**config.mk**
```make
export PLATFORM = sky130hd
export DESIGN_NAME = shift_sequencer
export DESIGN_NICKNAME = d
export VERILOG_FILES = /design/src/rtl/shift_pkg.sv /design/src/rtl/shift_step.sv /design/src/rtl/shift_sequencer.sv
export SDC_FILE = /design/constraint.sdc
export NUM_CORES = 1
export LEC_CHECK = 0
export BUFFER_PORTS_ARGS = -buffer_cell sky130_fd_sc_hd__clkbuf_2
export CAP_MARGIN = 5
export CELL_PAD_IN_SITES_DETAIL_PLACEMENT = 1
export CELL_PAD_IN_SITES_GLOBAL_PLACEMENT = 1
export CORE_ASPECT_RATIO = 0.7
export CORE_UTILIZATION = 49
export DETAILED_ROUTE_END_ITERATION = 10
export GPL_TIMING_DRIVEN = 1
export PLACE_DENSITY = 0.9
export SYNTH_ARGS = -nofsm -noshare
export SYNTH_HDL_FRONTEND = slang
export SYNTH_SLANG_ARGS = --single-unit
export TNS_END_PERCENT = 50
```
**constraint.sdc**
```tcl
create_clock -name clk -period 12.6 [get_ports clk]
set_input_delay 3.78 -clock clk [delete_from_list [all_inputs] [get_ports clk]]
set_output_delay 3.78 -clock clk [all_outputs]
set_load 0.02 [all_outputs]
```
**src/rtl/shift_pkg.sv**
```systemverilog
// rtl/shift_pkg.sv - shared types and helpers for the multi-cycle shift sequencer
package shift_pkg;

   typedef enum logic [1:0] {
      SLL = 2'b00,
      SRL = 2'b01,
      SRA = 2'b11
   } shift_op_t;

   typedef enum logic [1:0] {
      IDLE = 2'b00,
      RUN  = 2'b01,
      DONE = 2'b10
   } shift_state_t;

   function automatic int ceil_div(input int num, input int den);
      return (num + den - 1) / den;
   endfunction

endpackage

```
**src/rtl/shift_step.sv**
```systemverilog
// rtl/shift_step.sv - combinational shifter moving an XLEN word by 0..STEP bits
import shift_pkg::*;

module shift_step #(
   parameter int XLEN = 64,
   parameter int STEP = 8,
   localparam int SW = $clog2(STEP + 1)
) (
   input  logic [XLEN-1:0] dataIn,
   input  logic [1:0]      op,
   input  logic [SW-1:0]   amt,
   output logic [XLEN-1:0] dataOut
);

   // op 2'b10 is unassigned and falls through to a logical right shift
   always_comb begin
      case (op)
         SLL:     dataOut = dataIn << amt;
         SRA:     dataOut = XLEN'($signed(dataIn) >>> amt);
         default: dataOut = dataIn >> amt;
      endcase
   end

endmodule

```
**src/rtl/shift_sequencer.sv**
```systemverilog
// rtl/shift_sequencer.sv - sequences shift_step over several cycles for RV64 SLL/SRL/SRA(W)
import shift_pkg::*;

module shift_sequencer #(
   parameter int XLEN = 64,
   parameter int STEP = 8,
   localparam int AW = $clog2(XLEN),
   localparam int SW = $clog2(STEP + 1)
) (
   input  logic            clk,
   input  logic            reset,
   input  logic            in_valid,
   output logic            in_ready,
   input  logic [1:0]      in_op,
   input  logic            in_word,
   input  logic [XLEN-1:0] in_data,
   input  logic [AW-1:0]   in_amt,
   output logic            out_valid,
   input  logic            out_ready,
   output logic [XLEN-1:0] out_data,
   output logic            busy
);

   shift_state_t    state;
   logic [1:0]      opReg;
   logic            wordReg;
   logic [XLEN-1:0] acc;
   logic [AW-1:0]   rem;

   logic [AW-1:0]   amtEff;
   logic [XLEN-1:0] loadVal;
   logic [SW-1:0]   stepAmt;
   logic [XLEN-1:0] stepOut;

   function automatic logic [XLEN-1:0] sext32(input logic [XLEN-1:0] v);
      return XLEN'($signed(v[31:0]));
   endfunction

   assign in_ready = (state == IDLE) && !reset;
   assign busy     = (state != IDLE);

   // word ops shift only the low 32 bits; the upper half is prepared so right shifts fill correctly
   always_comb begin
      amtEff  = in_word ? AW'(in_amt[4:0]) : in_amt;
      loadVal = in_data;
      if (in_word) begin
         if (in_op == SRA)
            loadVal = sext32(in_data);
         else if (in_op != SLL)
            loadVal = XLEN'(in_data[31:0]);
      end
   end

   always_comb begin
      if (int'(rem) >= STEP)
         stepAmt = SW'(STEP);
      else
         stepAmt = SW'(rem);
   end

   shift_step #(.XLEN(XLEN), .STEP(STEP)) uStep (
      .dataIn  (acc),
      .op      (opReg),
      .amt     (stepAmt),
      .dataOut (stepOut)
   );

   always_ff @(posedge clk or posedge reset) begin
      if (reset) begin
         state     <= IDLE;
         opReg     <= 2'b00;
         wordReg   <= 1'b0;
         acc       <= '0;
         rem       <= '0;
         out_valid <= 1'b0;
         out_data  <= '0;
      end else begin
         case (state)
            IDLE: begin
               if (in_valid) begin
                  opReg   <= in_op;
                  wordReg <= in_word;
                  acc     <= loadVal;
                  rem     <= amtEff;
                  if (amtEff == '0) begin
                     state     <= DONE;
                     out_valid <= 1'b1;
                     out_data  <= in_word ? sext32(loadVal) : loadVal;
                  end else begin
                     state <= RUN;
                  end
               end
            end
            RUN: begin
               acc <= stepOut;
               rem <= rem - AW'(stepAmt);
               if (rem == AW'(stepAmt)) begin
                  state     <= DONE;
                  out_valid <= 1'b1;
                  out_data  <= wordReg ? sext32(stepOut) : stepOut;
               end
            end
            DONE: begin
               if (out_ready) begin
                  state     <= IDLE;
                  out_valid <= 1'b0;
               end
            end
            default: state <= IDLE;
         endcase
      end
   end

endmodule
```
==> qor.csv, run 1 <==
stage,metric,value,unit
timing,period_share,63.2,%
yosys,netlist_area,0.0135,mm²
grt,grt_antenna_before_repair,3,
cells_and_area,area_growth,8.46,%
grt,busiest_layer,met1,
clocking,clk_latency,460,ps
floorplanning,start_util,50.3,%
critical_path,arrival,4180,ps
route,postRouteAntennaNets,0,
timing,clock_skew,15.6,ps
critical_path,crit_required,8820,ps
timing,max_freq,126,MHz
critical_path,cp-start-kind,input port,
floorplanning,ioPinCount,144,
yosys,yosysSeqAreaShare,25.9,%
critical_path,r2r-start,rem[1],
clocking,root_buffer,clkbuf_16,
timing,tightestPinTransition,1360,ps
status,status,"complete, no violations",
clocking,cts_setup_buffers,0,
floorplanning,dieHeight,141,µm
grt,grtUsageTotal,46.7,%
timing,drv_slew,0,
timing,holdWs,483,ps
yosys,ys.flop_type,dfrtp_1,
job,maxCapViolCount,0,
clocking,hold_buffers,0,
cells_and_area,fin_nets,1822,
yosys,syn_nets,1839,
timing,rsz0062_at_grt,no,
grt,grt.met2_usage,63.7,%
critical_path,crit_path_end_kind,output pin,
route,first_pass_iters,6,
critical_path,crit_buf_inv,2,
clocking,cts_tree,done,
timing,report.final.hold_viol_count,0,
route,post_drt_via_cell_ratio,7.68,
route,dr.first_iter.drc_count,2735,
floorplanning,rows,50,
critical_path,crit_type,input port to output pin,
yosys,yosysWarnings,0,
grt,grt_pass1_wl,101000,µm
critical_path,cpPeakStageDelay,170,ps
hold_path,min-delay-start,out_data[4],
grt,grt_max_degree,89,
route,via_count,16300,
place,routabilityCongestion,1.08,
place,placed_area,0.0141,mm²
yosys,async_reset_ff_share,100,%
cells_and_area,fin_area,0.0147,mm²
timing,timing.slew.headroom,9.35,%
grt,use_met3,20.8,%
critical_path,crit_chain,clkbuf_2 > nor2_1 > clkbuf_2,
clocking,clock_path_buffers,2,
clocking,h-tree-depth,4,
yosys,synthCells,1759,
grt,use_met1,64.3,%
cells_and_area,final_util,54.5,%
critical_path,crit_start,reset,
clocking,cts_resized,0,
critical_path,critPathSlowestCell,clkbuf_2,
clocking,clkTransAtPathRegs,70,ps
yosys,synth_edf_count,0,
yosys,ys_ff_latch,140,
critical_path,crit_fanout,2,
timing,fin_crit,7960,ps
cells_and_area,layout-drive-gt1-share,15.9,%
place,dp_hpwl,45100,µm
hold_path,hold_class,flip-flop to flip-flop,
route,post_drt_wl_per_cell,31.4,µm
timing,tns,0,ps
place,portBuffers,143,
yosys,avgSynthCellArea,7.69,µm²
grt,grt_pass1_vias,15900,
grt,grt_remaining_overflow,0,
critical_path,cpMostUsedCell,clkbuf_2,
clocking,cts_buffers,17,
critical_path,critPathTopFamily,buffers and inverters,
route,wl,66600,µm
yosys,synth_cell_type_count,78,
timing,finalSetupViolCount,0,
floorplanning,die_area,0.0283,mm²
route,drc_errors,0,
clocking,cts_sinks,140,
floorplanning,core_area,0.0269,mm²
floorplanning,die_w,201,µm
Yosys cell counts (25+ instances only):
cell / count / area, µm²
a211oi_1: 58 / 435
a21oi_1: 145 / 726
a31oi_1: 49 / 307
buf_2: 41 / 205
clkbuf_1: 145 / 544
dfrtp_1: 140 / 3500
mux2i_1: 165 / 1650
nand2_1: 217 / 815
nor2_1: 150 / 563
nor3_1: 30 / 150
o211ai_1: 27 / 203
o21ai_0: 129 / 646
o221ai_1: 27 / 236
o22ai_1: 37 / 231
o31ai_1: 25 / 188
worst min-delay path, delay by kind of cell, from the launching register on:
family	cells	cell delay (ps)
simple gates	1	50
compound gates	1	50
flops	1	340
final timing paths:
| kind | slack (ps) | to | cells after the start |
|---|---|---|---|
| min | 480 | out_data[4] | 2 |
| max reg2reg | 8030 | out_data[25] | 9 |
| min reg2reg | 480 | out_data[4] | 2 |
| max in group asynchronous | 7860 | acc[19] | 3 |
| max | 4640 | in_ready | 3 |
| min in group asynchronous | 3510 | acc[57] | 2 |
layer usage:
| layer | part of all wire, % | routed length, µm |
|---|---|---|
| met3 | 16 | 11000 |
| met1 | 40 | 26600 |
| met2 | 40 | 26400 |
| met5 | 0.33 | 220 |
| met4 | 3.7 | 2440 |
metrics by stage:
| step | instances | setup WS [ps] |
|---|---|---|
| 2_1_floorplan | 1759 | 4750 |
| 3_3_place_gp | 2087 | 4630 |
| 3_5_place_dp | 2087 | 4630 |
| 4_1_cts | 2119 | 4630 |
| 5_1_grt | 2119 | 4610 |
| 6_report | 2121 | 4640 |
cell type report:
cell class | count | area (µm²)
fillers | 3356 | 12200
flip-flops and latches | 140 | 3510
repair buffers | 187 | 1050
diodes | 2 | 5.00
clock inverters | 15 | 183
multi-input cells | 1378 | 8970
clock buffers | 17 | 425
well taps | 364 | 455
inverters | 18 | 72.6
cells by family after synthesis:
family          share of synthesized area [%]
buf+inv                                  8.16
mux                                      14.7
compound gates                           35.2
flops                                    25.9
fa+ha+maj                               0.278
other cells                            0.0277
simple gates                             15.7
registers in the layout, summed over array words and instances, names as in the netlist:
name and flops:
acc 64, opReg 2, out_data 64, out_valid 1, rem 6, state 2
wordReg 1
layout by cell type (no fill, tap or decap), types with 27 or more instances in the layout:
cell type,synthesis,final
o211ai_1,27,27
buf_4,5,44
o22ai_1,37,37
o221ai_1,27,27
nor2_1,150,148
a31oi_1,49,49
a21oi_1,145,145
o21ai_0,129,129
a211oi_1,58,58
nand2_1,217,217
mux2i_1,165,165
clkbuf_2,1,143
dfrtp_1,140,137
nor3_1,30,30
Power of run 1 is not shown: default switching activity piles up to over one toggle a cycle in this logic, so the estimate is an artifact.
==> run 2, diff against run 1 <==
CORE_UTILIZATION = 41   (was 49)
PLACE_DENSITY = 0.81   (was 0.9)
clock period = 6.6 ns   (was 12.6 ns; I/O delays follow)
==> run 2 against run 1 <==
Compared with the run above: sequential share of layout area down 0.15 points; flip-flop and latch count is the same; count of clock-buffer cells in the layout grew 1; global-route usage down 9.1 points; first-iteration DRC count fell by 6.6%; register-to-register slack worse by 5700 ps; hold slack got worse by 0.56 ps; critical path type unchanged; critical endpoint unchanged.
==> qor.csv, run 2 (synthesis results as in run 1) <==
stage,metric,value,unit,change
floorplanning,rows,55,,+10%
cells_and_area,regArea,0.00351,mm²,unchanged
clocking,cts_tree,done,,
floorplanning,dieHeight,154,µm,+9.2%
critical_path,crit_start,reset,,
route,wl,64300,µm,-3.5%
place,dp_hpwl,43100,µm,-4.3%
grt,grt_pass1_vias,15500,,-2.7%
floorplanning,core_area,0.0324,mm²,+20%
clocking,cts_sinks,140,,unchanged
grt,grt_remaining_overflow,0,,unchanged
cells_and_area,layout_common_cells,"nand2_1, mux2i_1, nor2_1, a21oi_1, clkbuf_2",,
cells_and_area,final_util,45.5,%,-9.0 points
grt,grtUsageTotal,37.6,%,-9.1 points
hold_path,min-delay-start,out_data[11],,
route,post_drt_via_cell_ratio,7.32,,-4.8%
cells_and_area,fillers,3944,,+18%
route,via_count,15900,,-2.2%
timing,report.final.hold_viol_count,0,,unchanged
critical_path,crit_required,4620,ps,-4200 ps
route,postRouteAntennaNets,0,,unchanged
cells_and_area,layout_commonest_cell,nand2_1,,
floorplanning,ioPinCount,144,,unchanged
route,dr.first_iter.drc_count,2554,,-6.6%
hold_path,hold_class,flip-flop to flip-flop,,
floorplanning,die_area,0.0337,mm²,+19%
floorplanning,start_util,41.7,%,-8.5 points
clocking,clock_path_buffers,2,,unchanged
timing,max_freq,230,MHz,
grt,grt_antenna_before_repair,1,,-2
clocking,clkTransAtPathRegs,70,ps,about the same
cells_and_area,multiInputGateArea,0.00897,mm²,about the same
route,post_drt_wl_per_cell,29.5,µm,-6.0%
timing,drv_slew,0,,unchanged
critical_path,arrival,2370,ps,-1810 ps
cells_and_area,largestRegisters,"acc: 64 flops, out_data: 64 flops, rem: 6 flops",,
clocking,cts_resized,0,,unchanged
critical_path,crit_type,input port to output pin,,
critical_path,crit_fanout,2,,unchanged
cells_and_area,fin_nets,1816,,-0.33%
clocking,hold_buffers,0,,unchanged
timing,holdWs,482,ps,-0.560 ps
place,portBuffers,143,,unchanged
clocking,root_buffer,clkbuf_16,,
timing,finalSetupViolCount,0,,unchanged
timing,fin_crit,4350,ps,
cells_and_area,layout-drive-gt1-share,15.6,%,-0.29 points
clocking,clk_latency,460,ps,about the same
status,status,"complete, no violations",,
grt,grt_max_degree,91,,+2.2%
timing,tightestPinTransition,1310,ps,-41.3 ps
clocking,cts_setup_buffers,0,,unchanged
job,maxCapViolCount,0,,unchanged
timing,tns,0,ps,unchanged
route,drc_errors,0,,unchanged
clocking,h-tree-depth,4,,unchanged
floorplanning,die_w,219,µm,+9.2%
timing,rsz0062_at_grt,no,,
critical_path,cp-start-kind,input port,,
place,routabilityCongestion,1.03,,-4.6%
cells_and_area,area_growth,9.16,%,
critical_path,crit_path_end_kind,output pin,,
timing,clock_skew,18.7,ps,+3.05 ps
grt,grt_pass1_wl,96900,µm,-4.0%
timing,timing.slew.headroom,12.1,%,+2.8 points
critical_path,r2r-start,rem[3],,
route,first_pass_iters,7,,+1
timing,period_share,66.0,%,
clocking,cts_buffers,17,,unchanged
run 2: changes by cell type in the layout (fill, tap and decap cells not counted), moves of 2 or more:
cell | previous run | this run
clkinv_4 | 0 | 2
bufinv_16 | 1 | 4
inv_6 | 7 | 4
buf_4 | 44 | 36
inv_8 | 6 | 2
clkinvlp_4 | 0 | 2
buf_12 | 0 | 2
clkinv_8 | 2 | 0
run 2: path summary, 6_finish.rpt:
kind	end	slack (ps)	depth (start not counted)
worst max-delay path	in_ready	2250	3
worst min-delay path	out_data[11]	480	2
worst max register to register	out_data[57]	2370	8
worst min register to register	out_data[11]	480	2
max in group asynchronous	acc[21]	3690	3
min in group asynchronous	rem[1]	1700	2
run 2: metrics by stage:
| step | cells | cell area (µm²) | setup slack [ps] |
|---|---|---|---|
| after floorplan | 1759 | 13500 | 867 |
| after global placement | 2144 | 14100 | 2100 |
| after detailed placement | 2144 | 14100 | 1970 |
| after CTS | 2176 | 14800 | 2240 |
| after global routing | 2176 | 14800 | 2200 |
| final | 2177 | 14800 | 2250 |
run 2: critical path: stages:
cell and delay [ps]:
clkbuf_2 120, nor2_1 110, clkbuf_2 170
run 2: cell type report:
| cell class | count | area share, % |
|---|---|---|
| Multi-Input combinational cell | 1378 | 60.8 |
| Sequential cell | 140 | 23.8 |
| Timing Repair Buffer | 181 | 6.95 |
| Tap cell | 427 | 3.62 |
| Clock buffer | 18 | 2.97 |
| Clock inverter | 14 | 1.40 |
| Inverter | 18 | 0.492 |
| Antenna cell | 1 | 0.0170 |
run 2: metal layers:
metal	routed length [µm]	vias to the layer above	global-route usage, %
li1	-	6583	-
met1	26800	7867	52.9
met2	25700	1235	51.7
met3	9660	240	15.8
met4	2120	0	10.7
met5	0	-	0
Power of run 2 is left out for the same reason.
